**config.mk**
```make
export PLATFORM = sky130hd
export DESIGN_NAME = isa_decode_pipe
export DESIGN_NICKNAME = d
export VERILOG_FILES = /design/src/rtl/isa_pkg.sv /design/src/rtl/reg_tag_delay.sv /design/src/rtl/isa_decode_pipe.sv
export SDC_FILE = /design/constraint.sdc
export NUM_CORES = 1
export LEC_CHECK = 0
export CELL_PAD_IN_SITES_DETAIL_PLACEMENT = 0
export CELL_PAD_IN_SITES_GLOBAL_PLACEMENT = 1
export CORE_MARGIN = 2
export CORE_UTILIZATION = 51
export CTS_CLUSTER_DIAMETER = 100
export DETAILED_ROUTE_END_ITERATION = 8
export DONT_BUFFER_PORTS = 1
export GPL_TIMING_DRIVEN = 0
export PLACE_DENSITY = 0.84
export SLEW_MARGIN = 20
export SYNTH_ARGS = -nofsm -noshare
export SYNTH_HDL_FRONTEND = slang
export SYNTH_SLANG_ARGS = --single-unit
```
**constraint.sdc**
```tcl
create_clock -name clock -period 3 [get_ports clock]
set_input_delay 0.45 -clock clock [delete_from_list [all_inputs] [get_ports clock]]
set_output_delay 0.45 -clock clock [all_outputs]
set_load 0.05 [all_outputs]
```
**src/rtl/isa_pkg.sv**
```systemverilog
// isa_pkg: shared definitions for the 16-bit RISC decode stage.
//   - default widths for the decode stage parameters
//   - opcode constants (OP_ADI .. OP_JRI)
//   - op_info(): per-opcode field usage, destination select and hazard sources
//   - is_legal(): opcode legality check
package isa_pkg;

   localparam int unsigned DEF_INSTR_W = 16;
   localparam int unsigned DEF_REG_W   = 3;
   localparam int unsigned DEF_DEPTH   = 3;
   localparam int unsigned DEF_IMM6_W  = 6;
   localparam int unsigned DEF_IMM9_W  = 9;
   localparam int unsigned OPC_W       = 4;

   localparam logic [OPC_W-1:0] OP_ADI  = 4'b0000;
   localparam logic [OPC_W-1:0] OP_ADD  = 4'b0001;
   localparam logic [OPC_W-1:0] OP_NAND = 4'b0010;
   localparam logic [OPC_W-1:0] OP_LLI  = 4'b0011;
   localparam logic [OPC_W-1:0] OP_LW   = 4'b0100;
   localparam logic [OPC_W-1:0] OP_SW   = 4'b0101;
   localparam logic [OPC_W-1:0] OP_LM   = 4'b0110;
   localparam logic [OPC_W-1:0] OP_SM   = 4'b0111;
   localparam logic [OPC_W-1:0] OP_BEQ  = 4'b1000;
   localparam logic [OPC_W-1:0] OP_BLT  = 4'b1001;
   localparam logic [OPC_W-1:0] OP_BLE  = 4'b1010;
   localparam logic [OPC_W-1:0] OP_JAL  = 4'b1100;
   localparam logic [OPC_W-1:0] OP_JLR  = 4'b1101;
   localparam logic [OPC_W-1:0] OP_JRI  = 4'b1111;

   typedef enum logic [1:0] {DstNone, DstRa, DstRb, DstRc} dst_sel_e;
   typedef enum logic [1:0] {ImmNone, Imm6, Imm9} imm_sel_e;

   typedef struct packed {
      logic     use_ra;
      logic     use_rb;
      logic     use_rc;
      imm_sel_e imm;
      dst_sel_e dst;
      logic     src_a;   // ra is read by this opcode
      logic     src_b;   // rb is read by this opcode
   } op_info_t;

   function automatic logic is_legal(input logic [OPC_W-1:0] opcode);
      return (opcode != 4'b1011) && (opcode != 4'b1110);
   endfunction

   // Illegal opcodes fall to the all-zero default: no fields, no dst, no sources.
   function automatic op_info_t op_info(input logic [OPC_W-1:0] opcode);
      op_info_t info;
      info = '0;
      info.imm = ImmNone;
      info.dst = DstNone;
      case (opcode)
         OP_ADD, OP_NAND: begin
            info.use_ra = 1'b1; info.use_rb = 1'b1; info.use_rc = 1'b1;
            info.dst    = DstRc;
            info.src_a  = 1'b1; info.src_b  = 1'b1;
         end
         OP_ADI: begin
            info.use_ra = 1'b1; info.use_rb = 1'b1; info.imm = Imm6;
            info.dst    = DstRb;
            info.src_a  = 1'b1;
         end
         OP_LLI, OP_JAL: begin
            info.use_ra = 1'b1; info.imm = Imm9;
            info.dst    = DstRa;
         end
         OP_LW: begin
            info.use_ra = 1'b1; info.use_rb = 1'b1; info.imm = Imm6;
            info.dst    = DstRa;
            info.src_b  = 1'b1;
         end
         OP_SW, OP_BEQ, OP_BLT, OP_BLE: begin
            info.use_ra = 1'b1; info.use_rb = 1'b1; info.imm = Imm6;
            info.src_a  = 1'b1; info.src_b  = 1'b1;
         end
         OP_JLR: begin
            info.use_ra = 1'b1; info.use_rb = 1'b1;
            info.dst    = DstRa;
            info.src_b  = 1'b1;
         end
         OP_JRI, OP_LM, OP_SM: begin
            info.use_ra = 1'b1; info.imm = Imm9;
            info.src_a  = 1'b1;
         end
         default: info = '0;
      endcase
      return info;
   endfunction

endpackage

```
**src/rtl/reg_tag_delay.sv**
```systemverilog
// reg_tag_delay: DEPTH-stage shift line of register addresses and destination tags.
// Shifts on every rising clock edge; stage 0 takes the in_* values, stage k takes stage k-1.
// Ports:
//   clock, rst_n                    - clock, asynchronous active-low reset
//   in_ra, in_rb, in_rc, in_dst     - stage-0 register fields
//   in_we                           - stage-0 write-valid
//   pipe_ra/rb/rc/dst               - all stages, slice k = stage k
//   pipe_we                         - per-stage write-valid
module reg_tag_delay
   import isa_pkg::*;
#(
   parameter int unsigned DEPTH = DEF_DEPTH,
   parameter int unsigned REG_W = DEF_REG_W
) (
   input  logic                   clock,
   input  logic                   rst_n,
   input  logic [REG_W-1:0]       in_ra,
   input  logic [REG_W-1:0]       in_rb,
   input  logic [REG_W-1:0]       in_rc,
   input  logic [REG_W-1:0]       in_dst,
   input  logic                   in_we,
   output logic [DEPTH*REG_W-1:0] pipe_ra,
   output logic [DEPTH*REG_W-1:0] pipe_rb,
   output logic [DEPTH*REG_W-1:0] pipe_rc,
   output logic [DEPTH*REG_W-1:0] pipe_dst,
   output logic [DEPTH-1:0]       pipe_we
);

   logic [REG_W-1:0] ra_q  [DEPTH];
   logic [REG_W-1:0] rb_q  [DEPTH];
   logic [REG_W-1:0] rc_q  [DEPTH];
   logic [REG_W-1:0] dst_q [DEPTH];
   logic             we_q  [DEPTH];

   always_ff @(posedge clock or negedge rst_n) begin
      if (!rst_n) begin
         for (int k = 0; k < DEPTH; k++) begin
            ra_q[k]  <= '0;
            rb_q[k]  <= '0;
            rc_q[k]  <= '0;
            dst_q[k] <= '0;
            we_q[k]  <= 1'b0;
         end
      end else begin
         ra_q[0]  <= in_ra;
         rb_q[0]  <= in_rb;
         rc_q[0]  <= in_rc;
         dst_q[0] <= in_dst;
         we_q[0]  <= in_we;
         for (int k = 1; k < DEPTH; k++) begin
            ra_q[k]  <= ra_q[k-1];
            rb_q[k]  <= rb_q[k-1];
            rc_q[k]  <= rc_q[k-1];
            dst_q[k] <= dst_q[k-1];
            we_q[k]  <= we_q[k-1];
         end
      end
   end

   for (genvar k = 0; k < DEPTH; k++) begin : g_out
      assign pipe_ra[k*REG_W +: REG_W]  = ra_q[k];
      assign pipe_rb[k*REG_W +: REG_W]  = rb_q[k];
      assign pipe_rc[k*REG_W +: REG_W]  = rc_q[k];
      assign pipe_dst[k*REG_W +: REG_W] = dst_q[k];
      assign pipe_we[k]                 = we_q[k];
   end

endmodule

```
**src/rtl/isa_decode_pipe.sv**
```systemverilog
// isa_decode_pipe: decode stage of the 16-bit RISC pipeline.
// Registers one instruction per cycle (valid/ready with stall/flush), splits it into
// register fields, immediates and ALU controls (unused fields forced to 0), tracks the
// RR/EX/MEM/WB stages in a delay line and flags read-after-write hazards against it.
// Ports:
//   clock, rst_n                 - clock, asynchronous active-low reset
//   in_valid, in_instr, in_ready - fetch handshake (in_ready = !stall)
//   stall, flush                 - hold / discard control (flush wins)
//   out_valid, out_opcode        - decode register status and opcode
//   ra, rb, rc, imm6, imm9       - decoded fields
//   alu_and, alu_nand            - ALU controls
//   dst, dst_we, illegal         - destination, write flag, illegal opcode
//   raw_hazard                   - combinational RAW hazard flag
//   pipe_ra/rb/rc/dst, pipe_we   - delay line contents, slice k = stage k
module isa_decode_pipe
   import isa_pkg::*;
#(
   parameter int unsigned INSTR_W = DEF_INSTR_W,
   parameter int unsigned REG_W   = DEF_REG_W,
   parameter int unsigned DEPTH   = DEF_DEPTH,
   parameter int unsigned IMM6_W  = DEF_IMM6_W,
   parameter int unsigned IMM9_W  = DEF_IMM9_W
) (
   input  logic                   clock,
   input  logic                   rst_n,
   input  logic                   in_valid,
   input  logic [INSTR_W-1:0]     in_instr,
   output logic                   in_ready,
   input  logic                   stall,
   input  logic                   flush,
   output logic                   out_valid,
   output logic [OPC_W-1:0]       out_opcode,
   output logic [REG_W-1:0]       ra,
   output logic [REG_W-1:0]       rb,
   output logic [REG_W-1:0]       rc,
   output logic [IMM6_W-1:0]      imm6,
   output logic [IMM9_W-1:0]      imm9,
   output logic                   alu_and,
   output logic                   alu_nand,
   output logic [REG_W-1:0]       dst,
   output logic                   dst_we,
   output logic                   illegal,
   output logic                   raw_hazard,
   output logic [DEPTH*REG_W-1:0] pipe_ra,
   output logic [DEPTH*REG_W-1:0] pipe_rb,
   output logic [DEPTH*REG_W-1:0] pipe_rc,
   output logic [DEPTH*REG_W-1:0] pipe_dst,
   output logic [DEPTH-1:0]       pipe_we
);

   // ---------------------------------------------------------------- field split
   logic [OPC_W-1:0]  in_opc;
   logic [REG_W-1:0]  f_ra, f_rb, f_rc;
   op_info_t          in_info;

   assign in_opc = in_instr[INSTR_W-1 -: OPC_W];
   assign f_ra   = in_instr[INSTR_W-OPC_W-1 -: REG_W];
   assign f_rb   = in_instr[INSTR_W-OPC_W-REG_W-1 -: REG_W];
   assign f_rc   = in_instr[INSTR_W-OPC_W-2*REG_W-1 -: REG_W];

   logic [REG_W-1:0]  dec_ra, dec_rb, dec_rc, dec_dst;
   logic [IMM6_W-1:0] dec_imm6;
   logic [IMM9_W-1:0] dec_imm9;
   logic              dec_and, dec_nand, dec_we, dec_illegal;

   always_comb begin
      in_info     = op_info(in_opc);
      dec_ra      = in_info.use_ra ? f_ra : '0;
      dec_rb      = in_info.use_rb ? f_rb : '0;
      dec_rc      = in_info.use_rc ? f_rc : '0;
      dec_imm6    = (in_info.imm == Imm6) ? in_instr[IMM6_W-1:0] : '0;
      dec_imm9    = (in_info.imm == Imm9) ? in_instr[IMM9_W-1:0] : '0;
      dec_dst     = '0;
      unique case (in_info.dst)
         DstRa:   dec_dst = f_ra;
         DstRb:   dec_dst = f_rb;
         DstRc:   dec_dst = f_rc;
         DstNone: dec_dst = '0;
      endcase
      dec_we      = (in_info.dst != DstNone);
      dec_and     = (in_opc == OP_ADD);
      dec_nand    = (in_opc == OP_NAND);
      dec_illegal = !is_legal(in_opc);
   end

   // ---------------------------------------------------------------- decode register
   logic              valid_q, valid_d, load_en;
   logic [OPC_W-1:0]  opcode_q;
   logic [REG_W-1:0]  ra_q, rb_q, rc_q, dst_q;
   logic [IMM6_W-1:0] imm6_q;
   logic [IMM9_W-1:0] imm9_q;
   logic              and_q, nand_q, we_q, illegal_q;

   assign in_ready = !stall;
   assign load_en  = !flush && !stall && in_valid;

   // flush > stall > load > drain; fields only change on a load.
   always_comb begin
      valid_d = valid_q;
      if (flush)         valid_d = 1'b0;
      else if (stall)    valid_d = valid_q;
      else if (in_valid) valid_d = 1'b1;
      else               valid_d = 1'b0;
   end

   always_ff @(posedge clock or negedge rst_n) begin
      if (!rst_n) begin
         valid_q   <= 1'b0;
         opcode_q  <= '0;
         ra_q      <= '0;
         rb_q      <= '0;
         rc_q      <= '0;
         imm6_q    <= '0;
         imm9_q    <= '0;
         and_q     <= 1'b0;
         nand_q    <= 1'b0;
         dst_q     <= '0;
         we_q      <= 1'b0;
         illegal_q <= 1'b0;
      end else begin
         valid_q <= valid_d;
         if (load_en) begin
            opcode_q  <= in_opc;
            ra_q      <= dec_ra;
            rb_q      <= dec_rb;
            rc_q      <= dec_rc;
            imm6_q    <= dec_imm6;
            imm9_q    <= dec_imm9;
            and_q     <= dec_and;
            nand_q    <= dec_nand;
            dst_q     <= dec_dst;
            we_q      <= dec_we;
            illegal_q <= dec_illegal;
         end
      end
   end

   assign out_valid  = valid_q;
   assign out_opcode = opcode_q;
   assign ra         = ra_q;
   assign rb         = rb_q;
   assign rc         = rc_q;
   assign imm6       = imm6_q;
   assign imm9       = imm9_q;
   assign alu_and    = and_q;
   assign alu_nand   = nand_q;
   assign dst        = dst_q;
   assign dst_we     = we_q;
   assign illegal    = illegal_q;

   // ---------------------------------------------------------------- delay line
   // The instruction leaves decode only when it is live and neither held nor flushed;
   // otherwise a bubble enters stage 0.
   logic             leave;
   logic [REG_W-1:0] st0_ra, st0_rb, st0_rc, st0_dst;
   logic             st0_we;

   assign leave   = valid_q && !stall && !flush;
   assign st0_ra  = leave ? ra_q  : '0;
   assign st0_rb  = leave ? rb_q  : '0;
   assign st0_rc  = leave ? rc_q  : '0;
   assign st0_dst = leave ? dst_q : '0;
   assign st0_we  = leave && we_q;

   reg_tag_delay #(
      .DEPTH (DEPTH),
      .REG_W (REG_W)
   ) u_delay (
      .clock    (clock),
      .rst_n    (rst_n),
      .in_ra    (st0_ra),
      .in_rb    (st0_rb),
      .in_rc    (st0_rc),
      .in_dst   (st0_dst),
      .in_we    (st0_we),
      .pipe_ra  (pipe_ra),
      .pipe_rb  (pipe_rb),
      .pipe_rc  (pipe_rc),
      .pipe_dst (pipe_dst),
      .pipe_we  (pipe_we)
   );

   // ---------------------------------------------------------------- hazard check
   // Unused fields are zero, so source flags are needed to avoid false r0 matches.
   op_info_t cur_info;
   logic     hit;

   always_comb begin
      cur_info = op_info(opcode_q);
      hit      = 1'b0;
      for (int k = 0; k < DEPTH; k++) begin
         if (pipe_we[k]) begin
            if (cur_info.src_a && (ra_q == pipe_dst[k*REG_W +: REG_W])) hit = 1'b1;
            if (cur_info.src_b && (rb_q == pipe_dst[k*REG_W +: REG_W])) hit = 1'b1;
         end
      end
      raw_hazard = valid_q && hit;
   end

endmodule

```
# [Yosys cells after proc, flatten, opt, wreduce, memory -nomap -nowiden]
# Cells that the tools add are included.
[word_totals] memories=0 ram_bits=0 latchBits=0 rom_bits=0 elab_cells=122 ff_bits=75 output_inout_bits=77
[op_classes] mux=29 addsub=0 eq_ne=38 multipliers=0 shifts=0 n_div=0 n_reduce_logical=28 order_cmp=0 n_bitwise=0
[ops] op="$eq A4 B4 Y1 const B" n=11
[ops] op="$eq A4 B3 Y1 const B" n=8
[ops] op="$mux W3" n=7
[ops] op="$eq A3 B3 Y1" n=6
[ops] op="$mux W1" n=17
[ops] op="$reduce_or A14 Y1" n=1
[ops] op="$logic_and A1 B1 Y1" n=13
[ops] op="$eq A4 B2 Y1 const B" n=3
[ops] op="$pmux W3 S4" n=1
[ops] op="$reduce_or A10 Y1" n=1
[ops] op="$mux W9" n=1
[ops] op="$reduce_or A9 Y1" n=1
[ops] op="$eq A4 B1 Y1 const B" n=2
[ops] op="$logic_not A4 Y1" n=2
[ops] op="$ne A4 B4 Y1 const B" n=2
[ops] op="$reduce_or A8 Y1" n=1
[ops] op="$eq A2 B2 Y1 const B" n=3
[ops] op="$mux W6" n=1
[ops] op="$pmux W2 S3" n=1
[ops] op="$reduce_or A6 Y1" n=1
[ops] op="$reduce_or A5 Y1" n=1
[ops] op="$eq A2 B1 Y1 const B" n=2
[ops] op="$pmux W2 S2" n=1
[ops] op="$reduce_or A4 Y1" n=1
[ops] op="other kinds (5)" n=7

# [Depth between registers and ports, before layout]
# Gate-level depths: netlist (run 1).
[logic_depth] depth_word=14 depth_mapped=7

# [Modules after synthesis]
# Synthesis (run 1) repeated with hierarchy kept, for this count alone.
[unflattened] hier_cells=244 hier_area_um2=2932.8
[modules_own_cells] mod="isa_decode_pipe" cells_per_inst=205 seq_area_each_um2=900.9 area_each_um2=1956.9 instances=1
[modules_own_cells] mod="reg_tag_delay" cells_per_inst=39 seq_area_each_um2=975.9 area_each_um2=975.9 instances=1

# [Least setup slack after synthesis (run 1)]
# No wires, ideal clock.
[synth_timing] path_type="register to output" start="register opcode_q[0] (netlist: out_opcode[0])" end="output port raw_hazard" path_stages_with_launch=6 t_required_ns=2.550 arrival_ns=2.003 path_slack_ns=0.547 path_buffers=0 path_cell_list="dfrtp_1 > or4_1 > o211ai_1 > o22ai_1 > a222oi_1 > nor2b_1"
[synth_via] elab_chain_cells=14
[synth_rtl] element="from (decl)" line="isa_decode_pipe.sv:88" text="logic [OPC_W-1:0] opcode_q;"
[synth_rtl] element="from (signal assigned)" line="isa_decode_pipe.sv:123" text="opcode_q <= in_opc;"
[synth_rtl] element="$eq A4 B4 Y1 (tied with other cells)" line="isa_pkg.sv:53" text="case (opcode)"
[synth_rtl] element="$reduce_or A10 Y1 (no line)"
[synth_rtl] element="$mux W1" line="isa_pkg.sv:53"
[synth_rtl] element="$logic_and A1 B1 Y1" line="isa_decode_pipe.sv:193" text="if (cur_info.src_a && (ra_q == pipe_dst[k*REG_W +: REG_W])) hit = 1'b1;"
[synth_rtl] element="$mux W1" line="isa_decode_pipe.sv:193"
[synth_rtl] element="$mux W1" line="isa_decode_pipe.sv:194" text="if (cur_info.src_b && (rb_q == pipe_dst[k*REG_W +: REG_W])) hit = 1'b1;"
[synth_rtl] element="$mux W1" line="isa_decode_pipe.sv:192" text="if (pipe_we[k]) begin"
[synth_rtl] element="$mux W1" line="isa_decode_pipe.sv:193"
[synth_rtl] element="$mux W1" line="isa_decode_pipe.sv:194"
[synth_rtl] element="$mux W1" line="isa_decode_pipe.sv:192"
[synth_rtl] element="$mux W1" line="isa_decode_pipe.sv:193"
[synth_rtl] element="$mux W1" line="isa_decode_pipe.sv:194"
[synth_rtl] element="$mux W1 (*)" line="isa_decode_pipe.sv:192"
[synth_rtl] element="$logic_and A1 B1 Y1 (*)" line="isa_decode_pipe.sv:197" text="raw_hazard = valid_q && hit;"
[synth_rtl] element="to (decl)" line="isa_decode_pipe.sv:43" text="output logic raw_hazard,"
# Every way passes the cells marked *; elsewhere a longest branch is shown, timed or not.

# [Worst setup path after layout (run 1)]
[layout_timing] start="register opcode_q[1] (netlist: out_opcode[1])" end="output port raw_hazard"
# The elaborated chain is that of the path after synthesis.

==> impl_metrics.toml, run 1 <==
[yosys]
synth_top_area_share_pct = 64.7
ys_ff_latch = 75
synth_seq_area_share_pct = 64.7
synth_cell_type_count = 30
synthTopCellsByArea = "dfrtp_1 (65%), xnor2_1 (5.7%), nand2_1 (4.8%)"
yosys.area.top_type = "dfrtp_1"
syn_area_sq_mm = 0.00290
ys.warnings.count = 0
syn_inst = 250
syn_nets = 271
syn_avg_cell_area_sq_um = 11.6

[worst_setup_path]
worst_ep_arrival_time_ns = 2.43
setup.worst_path.class = "reg -> out"
r2r-start = "out_valid"
required_ns = 2.55
worstReg2RegEnd = "u_delay.pipe_ra[0]"
cp-start-kind = "flop"
rr_worst_depth = 2
r2r_slack_ns = 1.58
critPathCaptureType = "output port"
crit_fanout = 7

[timing]
setup_viol = 0
hold_violations = 0
fin_crit_ns = 2.88
timing.fmax_ghz = 0.347
slew_viol_final = 0
rsz0062_at_grt = "false"
fin_setup_tns_ns = 0
tightest_slew_ns = 0.731
timing.final.crit_share_pct = 96.1
fin_worst_skew_ns = 0.00569
slew_headroom_pct = 51.3

[global_routing]
grt_pass1_wl_microns = 10200
grt_max_degree = 76
grt-ovfl-total = 0
track_usage_pct = 22.1
grt_pass1_vias = 1948
antenna_found_initial = 0

[floorplan]
die-area_sq_mm = 0.00631
num_rows = 27
fp.dieH_microns = 79.4
core_sq_mm = 0.00551
ios = 98
die_w_microns = 79.4
start_util_pct = 52.7

[detailed_routing]
wl_per_cell_microns = 18.9
routed_wl_microns = 6390
vias_per_cell = 5.72
drc_errors = 0
first_iter_violations = 117
dr.pass1.iters = 5
via_count = 1938
drtAntennaViolNets = 0

[min_path]
hold_path_end = "out_valid"
holdPathStages = 1
hold_path_startpoint = "flush"
hold_class = "in -> reg"

[run_status]
run_status = "complete, no violations"

[clocking]
cts_tree = "yes"
clk_pin_slew_worst_paths_ns = 0.08
numClockSinks = 75
cts-buffers-inserted = 9
cts_max_level = 3
post_cts_buffers = 0
cts_root_buf = "clkbuf_8"
cts.path.max_buffers = 2
clkLatencyLatePin_ns = 0.34

[finish]
layout_commonest_cell = "dfrtp_1"
fin_util_pct = 58.1
drive_gt1_share_pct = 7.49
syn_to_final_growth_pct = 10.3
nets = 284
mostFrequentLayoutCells = "dfrtp_1 (74), nand2_1 (37), xnor2_1 (19), and3_1 (17)"
design_area_sq_mm = 0.00320
diodes = 0

[run]
maxCapViolCount = 0

[place]
globalplace.congestion = 0.836
place_area_sq_mm = 0.00299
port_buffers = 0
dp.final_hpwl_microns = 4610

[power]
powerDensity_mw_per_mm2 = 711
power_leakage_nw = 1.56
peakVddDrop_mv = 0.343
-- metal layers --
metal	up-vias	global-route usage (%)	part of all wire, %
met5	-	0	0
met1	950	27.7	42
met3	9	11.9	11
met2	82	32.1	46
li1	897	-	-
met4	0	8.62	1.4
-- worst max-delay path by stage --
stage	slack (ns)	cells after the start	from	end
after floorplan	0.55	5	out_opcode[0]	raw_hazard
after global placement	0.42	5	out_opcode[0]	raw_hazard
after detailed placement	0.39	5	out_opcode[0]	raw_hazard
after CTS	0.009	5	out_opcode[0]	raw_hazard
after global routing	0.004	5	out_opcode[1]	raw_hazard
final	0.12	5	out_opcode[1]	raw_hazard
-- through the flow --
stage	hold slack [ns]	total power, mW	worst slack [ns]	std cells
finish	0.163	2.28	0.118	339
CTS	0.141	2.30	0.00875	339
floorplan	0.154	1.56	0.547	250
detailed placement	0.156	1.62	0.391	322
global route	0.134	2.39	0.00361	339
global placement	0.156	1.61	0.417	322
-- worst max-delay path, cell delays in order (launching register included) --
cell      delay, ns
dfrtp_1        0.61
or4_1          0.59
o211ai_1       0.15
o22ai_1        0.14
a222oi_1       0.40
nor2b_2        0.21
-- state kept, by name (all words and copies together), names as in the netlist, 3 cells and up --
signal,flops
u_delay.pipe_dst,9
out_opcode,4
ra,3
u_delay.pipe_we,3
imm6,6
imm9,9
rb,3
dst,3
rc,3
u_delay.pipe_rc,9
u_delay.pipe_ra,9
u_delay.pipe_rb,9
-- cells by family (layout without fill, tap and decap cells) --
kind of cell	after synthesis	in the layout	share of synthesized area (%)
AOI/OAI and AO/OA	42	42	10.4
xor gates and xnor gates	20	20	6.03
adders and majority gates	1	1	0.345
buffers and inverters	15	32	2.03
DFF	75	75	64.7
muxes	4	4	1.38
and+or+nand+nor	93	93	15.1
-- layout make-up --
class	count	area (sq um)
inverters	3	11.3
clock buffers	9	124
well taps	72	90.1
flip-flops and latches	75	1880
plain buffers	12	47.5
fillers	473	2310
repair buffers	2	37.5
multi-input cells	160	970
clock inverters	6	42.5
-- where the power goes --
group          switching, mW  leakage [nW]  internal (mW)
combinational          0.116         0.465          0.104
sequential             0.332          1.01           1.07
clock                  0.358        0.0815          0.296
-- synth_stat cells, drive strengths merged --
cell type   n
dfrtp      75
nand2      37
xnor2      19
and3       17
a22o       15
nand3      15
o21ai      14
nor2       13
clkbuf      9
mux2i       4
nor2b       4
a221oi      3
buf         3
inv         3
o22ai       3
nand3b      2
nor3        2
a21o        1
a222oi      1
a31oi       1
and2        1
maj3        1
nand2b      1
o211ai      1
o22a        1
o311ai      1
o31ai       1
or4         1
xor2        1
-- repair_timing --
action | 4_1_cts | 5_1_grt
endpoints found under the hold margin | 75 | 0
setup endpoints to repair | 0 | 1
hold buffers | 2 | 0
gates resized for setup | 0 | 2
(Power assumes the default switching activity.)
==> run 2, diff against run 1 <==
- CORE_UTILIZATION: 51 -> 43
- PLACE_DENSITY: 0.84 -> 0.76
- clock period: 3 -> 2.3 ns (I/O delays scaled with it)
==> run 2 against run 1 <==
  * The flow now finishes with violations (setup timing)
  * Cell area is 1.4% higher
  * First-iteration DRC count fell by 42%
  * Via count shrank 0.83%
  * Hold slack got worse by 0.11 ns
  * Non-clock buffer count is the same
  * Combinational power up 31%
  * Critical endpoint unchanged
==> impl_metrics.toml, run 2 (synthesis results as in run 1) <==
[clocking]
post_cts_buffers = 0
cts_root_buf = "clkbuf_8"
cts_max_level = 3
numClockSinks = 75
cts_tree = "yes"
cts.path.max_buffers = 2
clkLatencyLatePin_ns = 0.36
clk_pin_slew_worst_paths_ns = 0.09
cts-buffers-inserted = 9

[run_status]
violations = "setup timing"
run_status = "complete, but fails checks"

[detailed_routing]
drc_errors = 0
drtAntennaViolNets = 0
wl_per_cell_microns = 19.0
dr.pass1.iters = 4
first_iter_violations = 68
via_count = 1922
vias_per_cell = 5.57
routed_wl_microns = 6570

[worst_setup_path]
worst_ep_arrival_time_ns = 2.50
cp_top_family = "compound AO/OA/AOI/OAI gates"
startpoint = "out_opcode[0]"
required_ns = 1.96
path_cells = "or4_1, o211ai_1, o22ai_1, a222oi_1, nor2b_2"
path_buf_inv = 0
critPathCaptureType = "output port"
cp-start-kind = "flop"
cp_slowest_stage_delay_ns = 0.55
crit_fanout = 7
rr_worst_depth = 2
worstReg2RegEnd = "u_delay.pipe_rb[0]"
critPathSlowestCell = "dfrtp_2"
r2r_slack_ns = 0.92
setup.worst_path.class = "reg -> out"
r2r-start = "out_valid"

[finish]
mostFrequentLayoutCells = "dfrtp_1 (71), nand2_1 (37), xnor2_1 (19), and3_1 (17)"
design_area_sq_mm = 0.00324
drive_gt1_share_pct = 8.96
fill_cells = 575
syn_to_final_growth_pct = 11.8
fin_util_pct = 50.5
nets = 284
layout_commonest_cell = "dfrtp_1"
diodes = 0

[timing]
slew_headroom_pct = 52.6
rsz0062_at_grt = "true"
tightest_slew_ns = 0.711
timing.final.crit_share_pct = 124
setup_viol = 1
hold_violations = 0
fin_setup_tns_ns = -0.544
fin_crit_ns = 2.84
final.setup.worst_slack_ns = -0.544
holdWs_ns = 0.0520
slew_viol_final = 0
fin_worst_skew_ns = 0.00949
timing.fmax_ghz = 0.352

[floorplan]
start_util_pct = 45.2
die-area_sq_mm = 0.00742
core_sq_mm = 0.00642
fp.dieH_microns = 86.2
die_w_microns = 86.2
ios = 98
num_rows = 29

[global_routing]
grt_pass1_vias = 1921
grt-ovfl-total = 0
track_usage_pct = 18.3
grt_max_degree = 76
antenna_found_initial = 0
grt_pass1_wl_microns = 10200

[place]
place_area_sq_mm = 0.00300
port_buffers = 0
dp.final_hpwl_microns = 4660
globalplace.congestion = 0.822

[min_path]
holdPathStages = 1
hold_path_end = "out_valid"
hold_path_startpoint = "flush"
hold_class = "in -> reg"

[power]
peakVddDrop_mv = 0.510
powerDensity_mw_per_mm2 = 963
power_leakage_nw = 1.57

[run]
maxCapViolCount = 0
## run 2: changes by cell type in the layout (fill, tap and decap cells not counted), sizes merged
| cell | delta |
|---|---|
| clkinvlp | -2 |
| inv | +5 |
| clkinv | -2 |
## run 2: through the flow
| step | setup WS [ns] | power [mW] | instances |
|---|---|---|---|
| 2_1_floorplan | 0.00294 | 2.03 | 250 |
| 4_1_cts | -0.589 | 3.16 | 345 |
| 3_5_place_dp | -0.318 | 2.12 | 327 |
| 3_3_place_gp | -0.229 | 2.11 | 327 |
| 5_1_grt | -0.614 | 3.27 | 345 |
| 6_report | -0.544 | 3.12 | 345 |
## run 2: worst max path at each step
stage	slack, ns	depth (start not counted)	end
after floorplan	0.003	5	raw_hazard
after global placement	-0.23	5	raw_hazard
after detailed placement	-0.32	5	raw_hazard
after CTS	-0.59	5	raw_hazard
after global routing	-0.61	5	raw_hazard
final	-0.54	5	raw_hazard
## run 2: final cells by class
type	count	area, sq um	share of cell area (%)
buffer	12	47.5	1.47
clock buffer	9	124	3.82
clock inverter	7	76.3	2.35
inverter	3	11.3	0.347
multi-input combinational	160	970	29.9
sequential	75	1880	58.0
tap	77	96.3	2.97
timing repair buffer	2	37.5	1.16
## run 2: per-layer routing
layer / wire [microns] / GRT usage, % / part of all wire (%) / vias up
li1: - / - / - / 896
met1: 2840 / 23.3 / 43 / 945
met2: 3010 / 26.4 / 46 / 74
met3: 629 / 9.82 / 9.6 / 7
met4: 84 / 6.93 / 1.3 / 0
met5: 0 / 0 / 0 / -
## run 2: what timing repair did
item	CTS	global route
setup endpoints to repair	1	1
hold buffers	2	0
gates resized for setup	3	0
pin swaps	1	0
hold endpoints to repair	75	0
## run 2: power by group
part	leakage [nW]	internal, mW	switching (mW)
clock network	0.103	0.434	0.568
registers	1.01	1.40	0.432
logic	0.465	0.135	0.153
